**config.mk**
```make
export PLATFORM = sky130hd
export DESIGN_NAME = instr_fetch_32
export DESIGN_NICKNAME = d
export VERILOG_FILES = /design/src/rtl/instr_fetch_32.sv
export SDC_FILE = /design/constraint.sdc
export NUM_CORES = 1
export LEC_CHECK = 0
export ABC_AREA = 1
export BUFFER_PORTS_ARGS = -buffer_cell sky130_fd_sc_hd__buf_2
export CAP_MARGIN = 20
export CORE_MARGIN = 3
export CORE_UTILIZATION = 42
export DETAILED_ROUTE_END_ITERATION = 10
export SLEW_MARGIN = 20
export SYNTH_ARGS = -nofsm -noshare
export SYNTH_HDL_FRONTEND = slang
export SYNTH_SLANG_ARGS = --single-unit
```
**constraint.sdc**
```tcl
create_clock -name clock -period 6 [get_ports clock]
set_clock_uncertainty 0.1 [all_clocks]
set_input_delay 0.3 -clock clock [delete_from_list [all_inputs] [get_ports clock]]
set_output_delay 0.3 -clock clock [all_outputs]
set_load 0.1 [all_outputs]
```
**src/rtl/instr_fetch_32.sv**
```systemverilog
// Purpose: in-order instruction fetch: owns the PC, issues credit-limited word reads, buffers responses with their PC.
// Latency: response to inst_valid is 1 cycle (registered buffer); redirect takes effect on the following cycle.
// Backpressure: inst_ready low fills the buffer; requests stop once buffered + in-flight reaches DEPTH.
//
// Ports:
//   clock, reset_n                       rising-edge clock, async active-low reset
//   imem_req_valid/ready/addr            read request channel (addr = PC)
//   imem_resp_valid/data                 in-order read responses, never back-pressured
//   inst_valid/ready/data/pc             instruction handoff to the CPU
//   redirect_valid/target                one-cycle restart pulse from branch/jump resolution
//   fetch_err                            sticky: a misaligned redirect halted fetch
// Optional feature macro: IFETCH_JUMP_PREDECODE_EN (J/JAL predecode, internal redirect).
module instr_fetch_32 #(
    parameter logic [31:0] RESET_PC = 32'h0000_0000,
    parameter int          DEPTH    = 2
) (
    input  logic        clock,
    input  logic        reset_n,
    output logic        imem_req_valid,
    input  logic        imem_req_ready,
    output logic [31:0] imem_req_addr,
    input  logic        imem_resp_valid,
    input  logic [31:0] imem_resp_data,
    output logic        inst_valid,
    input  logic        inst_ready,
    output logic [31:0] inst_data,
    output logic [31:0] inst_pc,
    input  logic        redirect_valid,
    input  logic [31:0] redirect_target,
    output logic        fetch_err
);
    localparam int            AW      = (DEPTH > 1) ? $clog2(DEPTH) : 1;
    localparam logic [AW-1:0] LAST    = AW'(DEPTH - 1);
    localparam logic [4:0]    DEPTH_W = 5'(DEPTH);

    typedef enum logic {RUN, HALT} state_t;

    state_t        state;
    logic [31:0]   pc;
    logic [3:0]    occ;        // buffered instructions
    logic [3:0]    outst;      // accepted reads not yet answered (incl. stale ones)
    logic [3:0]    discard;    // stale responses still to be dropped
    logic [AW-1:0] buf_rd, buf_wr, tag_rd, tag_wr;
    logic [31:0]   buf_data [DEPTH];
    logic [31:0]   buf_pc   [DEPTH];
    logic [31:0]   tag_q    [DEPTH];
    logic          pd_vld;
    logic [31:0]   pd_target;

    logic          running, req_fire, pop, bad_redir, redir, resp_drop, buf_push;
    logic [31:0]   redir_pc;
    logic [3:0]    occ_nxt, outst_nxt, discard_nxt;

    function automatic logic [AW-1:0] ptr_inc(input logic [AW-1:0] p);
        return (p == LAST) ? '0 : p + 1'b1;
    endfunction

    assign imem_req_addr = pc;
    assign inst_valid    = (occ != 4'd0);
    assign inst_data     = inst_valid ? buf_data[buf_rd] : 32'd0;
    assign inst_pc       = inst_valid ? buf_pc[buf_rd]   : 32'd0;

    always_comb begin
        running   = (state == RUN);
        req_fire  = imem_req_valid && imem_req_ready;
        pop       = inst_valid && inst_ready;
        bad_redir = running && redirect_valid && (redirect_target[1:0] != 2'b00);
        // External redirect wins over a pending predecoded jump.
        redir     = running && (redirect_valid || pd_vld);
        redir_pc  = redirect_valid ? redirect_target : pd_target;
        resp_drop = (discard != 4'd0);
        // A response landing in a redirect cycle is stale by definition.
        buf_push  = running && imem_resp_valid && !resp_drop && !redir;

        outst_nxt = outst + {3'b000, req_fire} - {3'b000, imem_resp_valid};

        // Everything still in flight after a redirect (including a read
        // accepted this very cycle at the old PC) belongs to the old path.
        if (redir)
            discard_nxt = outst_nxt;
        else if (imem_resp_valid && resp_drop)
            discard_nxt = discard - 4'd1;
        else
            discard_nxt = discard;

        if (redir)
            occ_nxt = 4'd0;
        else
            occ_nxt = occ + {3'b000, buf_push} - {3'b000, pop};
    end

    always_ff @(posedge clock or negedge reset_n) begin
        if (!reset_n) begin
            state          <= RUN;
            pc             <= RESET_PC;
            occ            <= 4'd0;
            outst          <= 4'd0;
            discard        <= 4'd0;
            buf_rd         <= '0;
            buf_wr         <= '0;
            tag_rd         <= '0;
            tag_wr         <= '0;
            imem_req_valid <= 1'b0;
            fetch_err      <= 1'b0;
        end else begin
            outst   <= outst_nxt;
            discard <= discard_nxt;
            occ     <= occ_nxt;

            // The tag queue tracks every accepted read, stale or not, so it
            // is never flushed; discarded responses still pop it.
            if (req_fire)
                tag_wr <= ptr_inc(tag_wr);
            if (imem_resp_valid)
                tag_rd <= ptr_inc(tag_rd);

            if (redir) begin
                buf_rd <= '0;
                buf_wr <= '0;
            end else begin
                if (buf_push)
                    buf_wr <= ptr_inc(buf_wr);
                if (pop)
                    buf_rd <= ptr_inc(buf_rd);
            end

            if (bad_redir) begin
                state     <= HALT;
                fetch_err <= 1'b1;
            end

            if (redir && !bad_redir)
                pc <= redir_pc;
            else if (req_fire)
                pc <= pc + 32'd4;

            // Registered credit check on next-cycle counts keeps the request
            // valid free of any combinational path from the inputs.
            imem_req_valid <= running && !bad_redir &&
                              (({1'b0, occ_nxt} + {1'b0, outst_nxt}) < DEPTH_W);
        end
    end

    // Storage arrays carry no reset; occupancy and pointers define validity.
    always_ff @(posedge clock) begin
        if (req_fire)
            tag_q[tag_wr] <= pc;
        if (buf_push) begin
            buf_data[buf_wr] <= imem_resp_data;
            buf_pc[buf_wr]   <= tag_q[tag_rd];
        end
    end

`ifdef IFETCH_JUMP_PREDECODE_EN
    logic [31:0] tag_pc_plus4;
    logic        is_jump;

    assign tag_pc_plus4 = tag_q[tag_rd] + 32'd4;
    assign is_jump      = (imem_resp_data[31:26] == 6'h02) || (imem_resp_data[31:26] == 6'h03);

    // A J/JAL written into the buffer redirects fetch on the next cycle.
    always_ff @(posedge clock or negedge reset_n) begin
        if (!reset_n) begin
            pd_vld    <= 1'b0;
            pd_target <= 32'd0;
        end else begin
            pd_vld <= buf_push && is_jump;
            if (buf_push && is_jump)
                pd_target <= {tag_pc_plus4[31:28], imem_resp_data[25:0], 2'b00};
        end
    end
`else
    assign pd_vld    = 1'b0;
    assign pd_target = 32'd0;
`endif

endmodule

```
======== Word level (Yosys, flattened, before mapping) ========
Memory sizes are Yosys's and may differ from the RTL's.
Cells that the tools add are included.
Widths: inputs -> output; s select.
storage, ports and cells
  register bits ........................... 50
  bits in writable memories ............... 192
  input port bits ......................... 70
  word-level logic and storage cells ...... 67
  memories kept ........................... 3
memory list
  memory    depth  bits a word  read ports  clocked after memory_dff  wr ports  RTL line  source
  buf_data  2      32           1           0                         1         44        logic [31:0] buf_data [DEPTH];
  buf_pc    2      32           1           0                         1         45        logic [31:0] buf_pc [DEPTH];
  tag_q     2      32           1           0                         1         46        logic [31:0] tag_q [DEPTH];
operators by class
  $add $sub $neg .......................... 11
  order comparisons ....................... 1
  multiplexer cells ....................... 20
  bitwise gates (word level) .............. 1
  reductions and logical operators ........ 21
operator list
  operator               number
  $mux 32                5
  $add 32x3->32 const B  1
  $mux 1                 12
  $mux 4                 3
  $logic_and 1x1->1      11
  $reduce_bool 2->1      5
  $add 4x1->4            2
  $reduce_bool 4->1      2
  $sub 4x1->4            2
  $add 4x4->5            1
  $lt 5x2->1 const B     1
  $add 1x1->1 const B    4
  $sub 4x1->4 const B    1
  $logic_not 1->1        3
  $not 1->1              1

======== Logic depth before layout (Yosys ltp) ========
  depth after elaboration ................. 10
  gate-level depth with buffers ........... 18
  gate-level depth less buffers ........... 18

======== Worst setup path after synthesis ========
OpenSTA, ideal clock, no wires.
  kind .................................... register to register
  start ................................... register state
  end ..................................... memory buf_data[0][0], enable pin
  arrival ................................. 3.915 ns
  data required time ...................... 5.414 ns
  slack ................................... 1.498 ns
  cell stages (with the launch flop) ...... 6
  buffers on the path ..................... 0
  cell sequence ........................... dfrtp_1 -> inv_1 -> nand2_1 -> nor2_1 -> nand2_1 -> nor2_1
between the ends
  longest elaborated chain between the ends .. 6
  elaborated cells on any way between the ends .. 8
  those cells by class .................... mux: 2; bitwise: 1; reduce/logical: 5
ends and longest elaborated chain
  what                                                         RTL line  source
  start, declared                                              38        state_t state;
  start signal, assigned                                       94        state <= RUN;
  start signal, assigned                                       128       state <= HALT;
  $not 1->1 *                                                  64        running = (state == RUN);
  $logic_and 1x1->1 (on tied branches)                         73, 69
  $logic_and 1x1->1 / $logic_not 1->1 (equally long branches)  73        buf_push = running && imem_resp_valid && !resp_drop && !redir;
  $logic_and 1x1->1 *                                          73
  $mux 1 *                                                     148       if (buf_push) begin
  $mux 1 (not written as such) *                               149       buf_data[buf_wr] <= imem_resp_data;
  end, declared                                                44
Mark *: on every way between the ends. The rest lies on a longest branch, timed or not.

======== Worst setup path after layout ========
  start ................................... register occ[2]
  end ..................................... register imem_req_valid
between the ends
  longest elaborated chain between the ends .. 7
  elaborated cells on any way between the ends .. 8
  those cells by class .................... add/sub: 3; order compare: 1; mux: 1; reduce/logical: 3
ends and longest elaborated chain
  what                                                                 RTL line  source
  start, declared                                                      40        logic [3:0] occ;
  start signal, assigned                                               108       occ <= occ_nxt;
  parallel branches: the longest is 2 deep, another holds $add 4x1->4  n/a
  $sub 4x1->4 *                                                        89        occ_nxt = occ + {3'b000, buf_push} - {3'b000, pop};
  $mux 4 *                                                             86        if (redir)
  $add 4x4->5 *                                                        140       (({1'b0, occ_nxt} + {1'b0, outst_nxt}) < DEPTH_W);
  $lt 5x2->1 *                                                         140
  $logic_and 1x1->1 *                                                  139       imem_req_valid <= running && !bad_redir &&
  end signal, assigned                                                 139
  end, declared                                                        19        output logic imem_req_valid,
Every way passes the cells marked *.
A chain may end at the register's enable or synchronous reset.

==> flow_summary.yaml <==
sta:
  final_hold_viol_count: 0
  relSlewSlack_pct: 45.1
  drv_slew: 0
  timing.final.crit_share_pct: 61.6
  tightestPinTransition_ns: 0.822
  clock.fmax_mhz: 271
  worst_slack_ns: 2.30
  fin_setup_tns_ns: 0
  fin_crit_ns: 3.70
  finalSetupViolCount: 0
  rsz_0062_raised_after_global_routing: "false"
routing:
  ant_nets: 0
  drt-wirelength-per-cell_um: 14.9
  top_routing_layer_used: "met4"
  vias: 7730
  avgViaCountPerCell: 4.68
  drt-total-wl_mm: 24.5
  wl_met3_mm: 1.33
  m1WireLength_mm: 11.5
  initialDrtViolationCount: 573
  met2WireLength_mm: 11.5
  drtPass1Iterations: 5
  drc_errors: 0
job:
  maxcap_viol_count: 0
pwr:
  power.leakage_uw: 0.00616
  power_frac_seq_pct: 30.4
  comb_power_share_pct: 46.3
  power_switching_share_pct: 48.2
  power_density_nw_per_um2: 492
  clk_pwr_share_pct: 23.3
  max-vdd-ir-drop_mv: 0.667
  switching_power_uw: 3210
  internal_dissipation_uw: 3450
place:
  detailedPlace.worstSlack_ns: 2.22
  port_buffers: 168
  placedCellCount: 1547
  detailed_place_hpwl_mm: 15.7
  place_congestion: 0.827
worst_setup_path:
  worst_path_cell_chain: "inv_1, ha_1, nand2_1, nor2_1, inv_2, buf_4, nand2_1, inv_1, ha_1, inv_1, ha_1, fa_1, nand2_1, fa_1, inv_1, nor4_1, o211ai_1, a21oi_1"
  worstPathMaxFanout: 66
  worst_setup_path_startpoint: "occ[2]"
  worst_ep_arrival_time_ns: 4.04
  critPathSlowestCell: "fa_1"
  timing.critical_path.slowest_cell_delay_ns: 0.55
  criticalPathCategory: "flop to flop"
  critPathTopFamily: "adder cells"
  critical_path.n_buffers_inverters: 6
  worstSetupStartpointType: "flop"
  critical_path.endpoint_type: "flop"
  crit_path_frequent_cell: "inv_1"
  timing.critical_path.required_ns: 6.34
  r2r_start: "occ[2]"
synth:
  yosys.area.top_type: "edfxtp_1"
  post_synth_inst_count: 1077
  synthesis.nets: 1165
  synth.top_cells.by_count: "nand2_1, edfxtp_1, inv_1, nor2_1, dfrtp_1"
  main_area_contributors_after_synthesis: "edfxtp_1, nand2_1, dfrtp_1"
  async_flop_share_pct: 20.7
  synth-warning-count: 0
  synth.top_cell.area_share_pct: 52.6
  yosys_register_bits: 242
  ys_seq_area_share_pct: 64.1
  synth-main-ff-cell: "edfxtp_1"
  yosys.cell_count.top_type: "nand2_1"
  post_synth_design_cell_area_um2: 11000
  synth_unique_cells: 33
  syn_avg_cell_area_um2: 10.2
  synth-edff-count: 192
clock_tree:
  clk-insertion-delay-late_ns: 0.51
  cts.path.max_buffers: 3
  htree_levels: 1
  cts.reportedPaths.clkPinSlew_ns: 0.06
  post-cts-setup-buffer-count: 0
  cts_root_buffer: "clkbuf_16"
  tritoncts_num_sinks: 242
  tritoncts: "yes"
  post_cts_hold_buffer_count: 59
  post_cts.resized_instances: 0
  tritoncts.num_buffers: 26
outcome:
  outcome: "finished, final reports clean"
layout:
  finish.net_count: 1392
  final_core_utilization_pct: 53.3
  final-seq-area_um2: 7020
  final_cells: 1653
  final.fill_count: 2246
  final_layout_size_suffix_gt1_share_pct: 20.6
  antenna-diode-count: 0
  areaGrowthSynthToFinish_pct: 23.6
  multi_input_comb_area_um2: 3280
grt:
  via_count_of_the_first_global_routing_pass: 7554
  antenna_found_initial: 0
  grt_pass1_wl_mm: 39.6
  grt_start_max_net_pins: 67
  globalRoute.totalOverflow: 0
  grt.total_usage_pct: 17.3
die:
  initial_utilization_pct: 43.1
  coreArea_um2: 25400
  width_of_the_die_um: 167
  top_level_ports: 169
  floorplan.die_area_um2: 28100
  fp.dieH_um: 167
  rows: 58
hold_path:
  hold_path_class: "input port to flop"
  hold_path_startpoint: "redirect_target[19]"
==> flip-flops by register name (all words and copies together) (netlist names) <==
signal and cells:
occ 4, tag_q 64, imem_req_addr 32, outst 4, tag_rd 1, buf_data 64
discard 4, buf_rd 1, tag_wr 1, imem_req_valid 1, buf_wr 1, buf_pc 64
state 1
==> metrics by stage <==
stage | hold slack [ns] | total power [µW] | area (µm²)
after floorplan | -0.0956 | 4590 | 11000
after global placement | 0.365 | 5100 | 12100
after detailed placement | 0.375 | 5140 | 12100
after CTS | 0.00779 | 6730 | 13500
after global routing | 0.0132 | 7000 | 13500
final | 0.0226 | 6660 | 13500
==> layout make-up <==
type                    count  area share (%)
repair buffers            235            11.0
clock inverters            14            1.02
inverters                 131            3.65
well taps                 330            3.05
clock buffers              33            5.16
multi-input cells         668            24.2
flip-flops and latches    242            51.9
==> per-layer routing <==
layer,global-route usage (%),vias to the layer above
met1,24.2,3576
met5,0,-
li1,-,3922
met2,29.1,205
met4,3.24,0
met3,2.81,27
==> power groups by stage <==
| stage | Clock, µW | Sequential [µW] | Combinational (µW) |
|---|---|---|---|
| after floorplan | 0 | 2120 | 2470 |
| after global placement | 0 | 2060 | 3050 |
| after detailed placement | 0 | 2060 | 3080 |
| after CTS | 1590 | 2020 | 3120 |
| after global routing | 1670 | 2040 | 3300 |
| final | 1550 | 2020 | 3080 |
==> worst register-to-register path: stages, from the launching register on <==
cell and delay, ns:
dfrtp_1 0.32, inv_1 0.05, ha_1 0.18, nand2_1 0.06
nor2_1 0.04, inv_2 0.04, buf_4 0.53, nand2_1 0.19
inv_1 0.10, ha_1 0.13, inv_1 0.04, ha_1 0.20
fa_1 0.49, nand2_1 0.10, fa_1 0.55, inv_1 0.04
nor4_1 0.24, o211ai_1 0.13, a21oi_1 0.12
==> placed cells by master, fill, tap and decap left out, types with 9 or more instances in the layout <==
cell           synthesis  layout
a21oi_1               14      14
buf_2                 16     168
clkbuf_16              0      27
dfrtp_1               50      48
dlygate4sd3_1          0      59
edfxtp_1             192     192
ha_1                  15      15
inv_1                128     126
mux2_2                32      32
nand2_1              434     434
nand3_1               44      44
nor2_1                60      56
o211ai_1               9       9
o21ai_0               10      10
==> worst paths after layout <==
check	end	slack (ns)	depth (start not counted)
setup reg to reg	imem_req_valid	2.30	18
hold / removal	imem_req_addr[19]	0.02	5
min in group asynchronous	discard[2]	0.33	3
hold reg to reg	state	0.41	2
setup / recovery	imem_req_valid	2.30	18
max in group asynchronous	tag_rd	4.95	3
==> cell families after synthesis <==
| logic type | after synthesis | share of synthesized area [%] |
|---|---|---|
| compound gates | 46 | 2.44 |
| xor+xnor | 9 | 0.720 |
| fa+ha+maj | 18 | 2.26 |
| buf+inv | 167 | 6.17 |
| flops | 242 | 64.1 |
| mux | 32 | 3.29 |
| simple gates | 563 | 21.1 |
(Power assumes the default switching activity.)
